===== src/rtl/baud_pkg.sv =====
// rtl/baud_pkg.sv - shared divisor constants and helpers for the baud generator
package baud_pkg;

    // 50 MHz system clock, 16x oversampling: integer part and 1/16 fractional part
    localparam int BAUD_9600_INT    = 325;
    localparam int BAUD_9600_FRAC   = 8;
    localparam int BAUD_115200_INT  = 27;
    localparam int BAUD_115200_FRAC = 2;
    localparam int BAUD_921600_INT  = 3;
    localparam int BAUD_921600_FRAC = 6;

    localparam int OVS_DEFAULT = 16;

    function automatic int half_ovs(input int ovs);
        return ovs / 2;
    endfunction

endpackage


===== src/rtl/baud_tick_gen_if.sv =====
// rtl/baud_tick_gen_if.sv - control and tick signals of the baud generator
interface baud_tick_gen_if #(
    parameter int DIV_W  = 16,
    parameter int FRAC_W = 4
) ();
    logic              en;
    logic [DIV_W-1:0]  div_int;
    logic [FRAC_W-1:0] div_frac;
    logic              div_load;
    logic              div_pend;
    logic              os_tick;
    logic              baud_tick;
    logic              baud_clk;

    modport master (
        output en, div_int, div_frac, div_load,
        input  div_pend, os_tick, baud_tick, baud_clk
    );

    modport slave (
        input  en, div_int, div_frac, div_load,
        output div_pend, os_tick, baud_tick, baud_clk
    );
endinterface


===== src/rtl/baud_os_div.sv =====
// rtl/baud_os_div.sv - fractional oversample divider with double-buffered divisor
module baud_os_div
    import baud_pkg::*;
#(
    parameter int DIV_W    = 16,
    parameter int FRAC_W   = 4,
    parameter int DEF_INT  = BAUD_115200_INT,
    parameter int DEF_FRAC = BAUD_115200_FRAC
) (
    input  logic              sys_clk,
    input  logic              rst_n,
    input  logic              en,
    input  logic [DIV_W-1:0]  div_int,
    input  logic [FRAC_W-1:0] div_frac,
    input  logic              div_load,
    output logic              div_pend,
    output logic              os_tick,
    output logic              tick_next
);

    logic [DIV_W-1:0]  cnt_q, cnt_d;
    logic [FRAC_W-1:0] acc_q, acc_d;
    logic [DIV_W-1:0]  act_int_q, act_int_d;
    logic [FRAC_W-1:0] act_frac_q, act_frac_d;
    logic [DIV_W-1:0]  pend_int_q, pend_int_d;
    logic [FRAC_W-1:0] pend_frac_q, pend_frac_d;
    logic              pend_q, pend_d;
    logic              os_tick_q, os_tick_d;

    logic              apply;
    logic [DIV_W-1:0]  new_int;
    logic [FRAC_W-1:0] new_frac;
    logic [FRAC_W:0]   frac_sum;

    always_comb begin
        // An idle generator is permanently at a boundary, so pending values land at once
        apply    = pend_q && (!en || (cnt_q == '0));
        new_int  = apply ? pend_int_q  : act_int_q;
        new_frac = apply ? pend_frac_q : act_frac_q;
        frac_sum = {1'b0, acc_q} + {1'b0, new_frac};

        act_int_d   = new_int;
        act_frac_d  = new_frac;
        pend_int_d  = pend_int_q;
        pend_frac_d = pend_frac_q;
        pend_d      = pend_q & ~apply;
        if (div_load) begin
            pend_int_d  = (div_int < DIV_W'(2)) ? DIV_W'(2) : div_int;
            pend_frac_d = div_frac;
            pend_d      = 1'b1;
        end

        cnt_d     = cnt_q;
        acc_d     = acc_q;
        os_tick_d = 1'b0;
        if (!en) begin
            cnt_d = new_int - DIV_W'(1);
            acc_d = '0;
        end else if (cnt_q == '0) begin
            os_tick_d = 1'b1;
            acc_d     = frac_sum[FRAC_W-1:0];
            cnt_d     = new_int - DIV_W'(1) + {{(DIV_W-1){1'b0}}, frac_sum[FRAC_W]};
        end else begin
            cnt_d = cnt_q - DIV_W'(1);
        end
    end

    always_ff @(posedge sys_clk or negedge rst_n) begin
        if (!rst_n) begin
            cnt_q       <= DIV_W'(DEF_INT - 1);
            acc_q       <= '0;
            act_int_q   <= DIV_W'(DEF_INT);
            act_frac_q  <= FRAC_W'(DEF_FRAC);
            pend_int_q  <= '0;
            pend_frac_q <= '0;
            pend_q      <= 1'b0;
            os_tick_q   <= 1'b0;
        end else begin
            cnt_q       <= cnt_d;
            acc_q       <= acc_d;
            act_int_q   <= act_int_d;
            act_frac_q  <= act_frac_d;
            pend_int_q  <= pend_int_d;
            pend_frac_q <= pend_frac_d;
            pend_q      <= pend_d;
            os_tick_q   <= os_tick_d;
        end
    end

    assign div_pend  = pend_q;
    assign os_tick   = os_tick_q;
    assign tick_next = os_tick_d;

endmodule


===== src/rtl/baud_tick_gen.sv =====
// rtl/baud_tick_gen.sv - oversample tick, bit tick and square baud clock from one divider
module baud_tick_gen
    import baud_pkg::*;
#(
    parameter int DIV_W    = 16,
    parameter int FRAC_W   = 4,
    parameter int OVS      = OVS_DEFAULT,
    parameter int DEF_INT  = BAUD_115200_INT,
    parameter int DEF_FRAC = BAUD_115200_FRAC
) (
    input  logic            sys_clk,
    input  logic            rst_n,
    baud_tick_gen_if.slave  bus
);

    localparam int OCW  = $clog2(OVS);
    localparam int HALF = half_ovs(OVS);

    logic           tick_next;
    logic [OCW-1:0] os_cnt_q, os_cnt_d;
    logic           baud_tick_q, baud_tick_d;
    logic           baud_clk_q, baud_clk_d;

    baud_os_div #(
        .DIV_W    (DIV_W),
        .FRAC_W   (FRAC_W),
        .DEF_INT  (DEF_INT),
        .DEF_FRAC (DEF_FRAC)
    ) u_os_div (
        .sys_clk   (sys_clk),
        .rst_n     (rst_n),
        .en        (bus.en),
        .div_int   (bus.div_int),
        .div_frac  (bus.div_frac),
        .div_load  (bus.div_load),
        .div_pend  (bus.div_pend),
        .os_tick   (bus.os_tick),
        .tick_next (tick_next)
    );

    // Phase logic follows the divider's next-state tick so all outputs register on the same edge
    always_comb begin
        os_cnt_d    = os_cnt_q;
        baud_tick_d = 1'b0;
        baud_clk_d  = baud_clk_q;
        if (!bus.en) begin
            os_cnt_d   = '0;
            baud_clk_d = 1'b0;
        end else if (tick_next) begin
            if (os_cnt_q == OCW'(OVS - 1)) begin
                os_cnt_d    = '0;
                baud_tick_d = 1'b1;
            end else begin
                os_cnt_d = os_cnt_q + OCW'(1);
            end
            if ((os_cnt_q == OCW'(OVS - 1)) || (os_cnt_q == OCW'(HALF - 1))) begin
                baud_clk_d = ~baud_clk_q;
            end
        end
    end

    always_ff @(posedge sys_clk or negedge rst_n) begin
        if (!rst_n) begin
            os_cnt_q    <= '0;
            baud_tick_q <= 1'b0;
            baud_clk_q  <= 1'b0;
        end else begin
            os_cnt_q    <= os_cnt_d;
            baud_tick_q <= baud_tick_d;
            baud_clk_q  <= baud_clk_d;
        end
    end

    assign bus.baud_tick = baud_tick_q;
    assign bus.baud_clk  = baud_clk_q;

endmodule


===== src/flat_wrapper.sv =====
// flat-port wrapper written by rule: the top's interface ports become plain ports
module baud_tick_gen_flat import baud_pkg::*;
#(
    parameter int DIV_W    = 16,
    parameter int FRAC_W   = 4,
    parameter int OVS      = OVS_DEFAULT,
    parameter int DEF_INT  = BAUD_115200_INT,
    parameter int DEF_FRAC = BAUD_115200_FRAC
)
  (sys_clk, rst_n, bus_en, bus_div_int, bus_div_frac, bus_div_load, bus_div_pend, bus_os_tick, bus_baud_tick, bus_baud_clk);
  baud_tick_gen_if #(.DIV_W(DIV_W), .FRAC_W(FRAC_W)) bus_i ();
  input  logic sys_clk;
  input  logic rst_n;
  input wire logic [$bits(bus_i.en)-1:0] bus_en;
  input wire logic [$bits(bus_i.div_int)-1:0] bus_div_int;
  input wire logic [$bits(bus_i.div_frac)-1:0] bus_div_frac;
  input wire logic [$bits(bus_i.div_load)-1:0] bus_div_load;
  output wire logic [$bits(bus_i.div_pend)-1:0] bus_div_pend;
  output wire logic [$bits(bus_i.os_tick)-1:0] bus_os_tick;
  output wire logic [$bits(bus_i.baud_tick)-1:0] bus_baud_tick;
  output wire logic [$bits(bus_i.baud_clk)-1:0] bus_baud_clk;
  assign bus_i.en = bus_en;
  assign bus_i.div_int = bus_div_int;
  assign bus_i.div_frac = bus_div_frac;
  assign bus_i.div_load = bus_div_load;
  assign bus_div_pend = bus_i.div_pend;
  assign bus_os_tick = bus_i.os_tick;
  assign bus_baud_tick = bus_i.baud_tick;
  assign bus_baud_clk = bus_i.baud_clk;
  baud_tick_gen #(.DIV_W(DIV_W), .FRAC_W(FRAC_W), .OVS(OVS), .DEF_INT(DEF_INT), .DEF_FRAC(DEF_FRAC)) u_core (.sys_clk(sys_clk), .rst_n(rst_n), .bus(bus_i));
endmodule

===== config.mk =====
export PLATFORM = sky130hd
export DESIGN_NAME = baud_tick_gen_flat
export DESIGN_NICKNAME = d
export VERILOG_FILES = /design/src/rtl/baud_pkg.sv /design/src/rtl/baud_tick_gen_if.sv /design/src/rtl/baud_os_div.sv /design/src/rtl/baud_tick_gen.sv /design/src/flat_wrapper.sv
export SDC_FILE = /design/constraint.sdc
export NUM_CORES = 1
export LEC_CHECK = 0
export BUFFER_PORTS_ARGS = -buffer_cell sky130_fd_sc_hd__buf_2
export CAP_MARGIN = 15
export CORE_ASPECT_RATIO = 0.6
export CORE_UTILIZATION = 30
export CTS_BUF_LIST = sky130_fd_sc_hd__clkbuf_8
export CTS_CLUSTER_SIZE = 16
export DETAILED_ROUTE_END_ITERATION = 10
export GPL_TIMING_DRIVEN = 0
export PLACE_DENSITY = 0.58
export REMOVE_ABC_BUFFERS = 1
export SYNTH_ARGS = -nofsm -noshare
export SYNTH_HDL_FRONTEND = slang
export SYNTH_SLANG_ARGS = --single-unit

===== constraint.sdc =====
create_clock -name sys_clk -period 4.7 [get_ports sys_clk]
set_clock_uncertainty 0.2 [all_clocks]
set_input_delay 0.47 -clock sys_clk [delete_from_list [all_inputs] [get_ports sys_clk]]
set_output_delay 0.47 -clock sys_clk [all_outputs]
set_load 0.02 [all_outputs]

==> results_dict.tcl <==
set metrics [dict create \
    status "finished, final reports clean" \
    powerDensity_nw_per_um2 331 \
    vdd_drop_max_v 0.000145 \
    syn_area_um2 4360 \
    antennaDiodeCount 0 \
    fin_ws_ns 0.116 \
    firstDrtPassIters 4 \
    clock_latency_ns 0.35 \
    num_vias 3812 \
    drt-total-wl_um 12200 \
    cpMostUsedCell "a21o_1" \
    wire_per_inst_um 17.2 \
    leakage_nw 2.17 \
    yosysWarnings 0 \
    track_usage_pct 17.3 \
    start_util_pct 31.3 \
    crit_chain "or4_1 > or4_4 > a21oi_4 > nand2_1 > nand2_1 > ha_2 > fa_2 > a21o_1 > a21o_1 > ha_4 > ha_4 > inv_2 > a21o_1 > nand2b_4 > or3_4 > o31ai_4 > a22oi_1" \
    gp_congestion 0.836 \
    layout_common_cells "nand2_1, dfrtp_1, buf_2" \
    route.detailed.drc 0 \
    syn_avg_cell_area_um2 9.27 \
    seq_area_um2 1710 \
    grt_max_degree 69 \
    yosysUniqueCellTypes 66 \
    drive_gt1_share_pct 27.2 \
    path_max_fanout 5 \
    cp-start-kind "flip-flop" \
    netlist_instances 470 \
    route.antenna.remaining_nets 0 \
    worstHoldPathType "primary input to async pin" \
    nets 547 \
    pre_cts_ws_ns -1.30 \
    dp_hpwl_um 8180 \
    clkTransAtPathRegs_ns 0.08 \
    antenna_found_initial 0 \
    viasPerCell 5.37 \
    synth-seq-area-share_pct 39.3 \
    worst-slew-pin-transition_ns 1.01 \
    p_total_mw 1.75 \
    hold_viol 0 \
    grt_pass1_vias 3712 \
    max_stage_delay_ns 0.57 \
    rows 33 \
    slew_violations 0 \
    cts_tree "yes" \
    ioPinCount 28 \
    relSlewSlack_pct 32.2 \
    p_sw_share_pct 34.3 \
    p_clk_share_pct 26.9 \
    coreArea_um2 13900 \
    ctsHoldBuffers 0 \
    p_sw_uw 599 \
    cp.required_ns 4.69 \
    clockBufferDepth 2 \
    drt-initial-drc-count 211 \
    ctsHtreeMaxLevel 3 \
    cts_sinks 68 \
    dieArea_um2 15000 \
    syn2layout_area_growth_pct 21.1 \
    path_class "flip-flop to flip-flop" \
    ys_ff_latch 68 \
    cts-root-buf "clkbuf_8" \
    async_flop_share_pct 100 \
    fill_cells 1446 \
    fin_crit_sh_pct 97.5 \
    crit_slowest_cell "or4_1" \
    fin_cells 710 \
    synth_edf_count 0 \
    grt_pass1_wl_um 19600 \
    power_frac_comb_pct 28.2 \
    dp_cells 668 \
    port-buffer-count 27 \
    setup_viol 0 \
    multi_input_area_um2 2690 \
    final_common_cell "nand2_1" \
    critical_path_arrival_ns 4.57 \
    clock.fmax_ghz 0.218 \
    dieWidth_um 158 \
    p_seq_share_pct 45.0 \
    max_cap_violations 0 \
    p_int_mw 1.15 \
    end_kind "flip-flop" \
    post-route-min-period_ns 4.58 \
    synthFlopType "dfrtp_1" \
    cts_made_buffers 9 \
    fp.dieH_um 95.3 \
    gr-total-overflow 0 \
]
[logic make-up after synthesis]
family | after synthesis | share of synthesized area [%]
fa+ha+maj | 10 | 3.05
flops | 68 | 39.3
simple gates | 186 | 22.2
xor+xnor | 32 | 6.43
buf+inv | 40 | 3.71
mux | 37 | 9.22
compound gates | 97 | 16.1
[area by class of cell]
| class | instances | share of cell area, % |
|---|---|---|
| sequential | 68 | 32.4 |
| multi-input combinational | 364 | 51.1 |
| clock buffer | 9 | 2.35 |
| timing repair buffer | 53 | 7.16 |
| clock inverter | 7 | 1.14 |
| tap | 192 | 4.55 |
| inverter | 17 | 1.28 |
[synthesized netlist by cell type, types with 2 or more instances]
library cell  count  area, µm²
o22ai_1           2       12.5
a21oi_1          21        105
nor4_4            2       42.5
ha_1              9        113
buf_2             3       15.0
nand2_2           2       12.5
or4_1             7       52.6
and3_1            2       12.5
nor4_1           14       87.6
nand2_1          72        270
nor2_1           24       90.1
xor2_1           11       96.3
a21o_1            5       37.5
o211ai_1          3       22.5
or3_1            13       81.3
a221oi_1          2       17.5
a31oi_1           2       12.5
buf_4             2       15.0
o31ai_1           5       37.5
a22oi_1           7       52.6
and2_1            4       25.0
or4_4             3       33.8
a311oi_1          2       17.5
dfstp_2           8        210
xnor2_1          21        184
nand4_1           3       18.8
inv_1            17       63.8
mux2_2           21        236
mux2i_1          15        150
a2bb2oi_1         3       26.3
nand3_1          10       50.1
o21ai_0          21        105
dfrtp_1          60       1500
nor2b_1           2       12.5
nand2b_1          6       37.5
nor3_1           15       75.1
clkbuf_1         17       63.8
a211oi_1          5       37.5
o311a_1           2       20.0
[what timing repair did]
item	in CTS	in global routing
setup endpoints to repair	17	9
pin swaps	4	14
cloned	3	0
buffers inserted	11	12
gates resized for setup	17	20
[layer usage]
layer  GRT usage, %  up-vias  routed length [µm]
met1           25.1     1905                5950
met5              0        -                   0
li1               -     1791                   -
met3           4.95       14                1040
met2           25.4      102                5110
met4           3.48        0                 116
[flip-flops by register name, indices dropped and copies added (netlist names), 4 cells and up]
register                     cells
u_core.u_os_div.cnt_q           16
u_core.os_cnt_q                  4
u_core.u_os_div.acc_q            4
u_core.u_os_div.act_frac_q       4
u_core.u_os_div.pend_int_q      16
u_core.u_os_div.act_int_q       16
u_core.u_os_div.pend_frac_q      4
[power by group through the flow]
stage	registers, mW	clock network, mW	logic [mW]
3_5_place_dp	0.788	0	0.409
5_1_grt	0.798	0.512	0.549
4_1_cts	0.779	0.483	0.448
3_3_place_gp	0.783	0	0.393
6_report	0.785	0.469	0.492
2_1_floorplan	0.757	0	0.308
[critical path: cells and delay by family (launching register included)]
kind | cells | cell delay [ns]
simple gates | 6 | 1.89
compound gates | 6 | 1.09
fa+ha+maj | 4 | 0.70
flops | 1 | 0.48
buf+inv | 1 | 0.04
[worst paths after layout]
check	depth (start not counted)	from	slack, ns	endpoint
max in group asynchronous	1	rst_n	3.67	u_core.u_os_div.cnt_q[5]$_DFF_PN0_
hold / removal	1	rst_n	0.02	u_core.u_os_div.cnt_q[12]$_DFF_PN0_
setup / recovery	17	u_core.u_os_div.cnt_q[14]$_DFF_PN0_	0.12	u_core.u_os_div.cnt_q[10]$_DFF_PN0_
min in group sys_clk	2	bus_div_frac[1]	0.16	u_core.u_os_div.pend_frac_q[1]$_DFFE_PN0P_
hold reg to reg	2	u_core.u_os_div.act_frac_q[3]$_DFF_PN0_	0.31	u_core.u_os_div.act_frac_q[3]$_DFF_PN0_
setup reg to reg	17	u_core.u_os_div.cnt_q[14]$_DFF_PN0_	0.12	u_core.u_os_div.cnt_q[10]$_DFF_PN0_
[metrics by stage]
| stage | TNS (ns) | hold slack (ns) | util (%) | instance area (µm²) |
|---|---|---|---|---|
| 3_5_place_dp | -14.58 | 0.268 | 33.6 | 4680 |
| 2_1_floorplan | -1.24 | -0.0256 | - | 4260 |
| 3_3_place_gp | -19.45 | 0.270 | 33.3 | 4630 |
| 4_1_cts | 0 | 0.0747 | 36.5 | 5080 |
| 5_1_grt | -0.0485 | 0.104 | 37.9 | 5280 |
| 6_report | 0 | 0.0204 | 37.9 | 5280 |
Note: power is estimated with default switching activity, not from simulation.
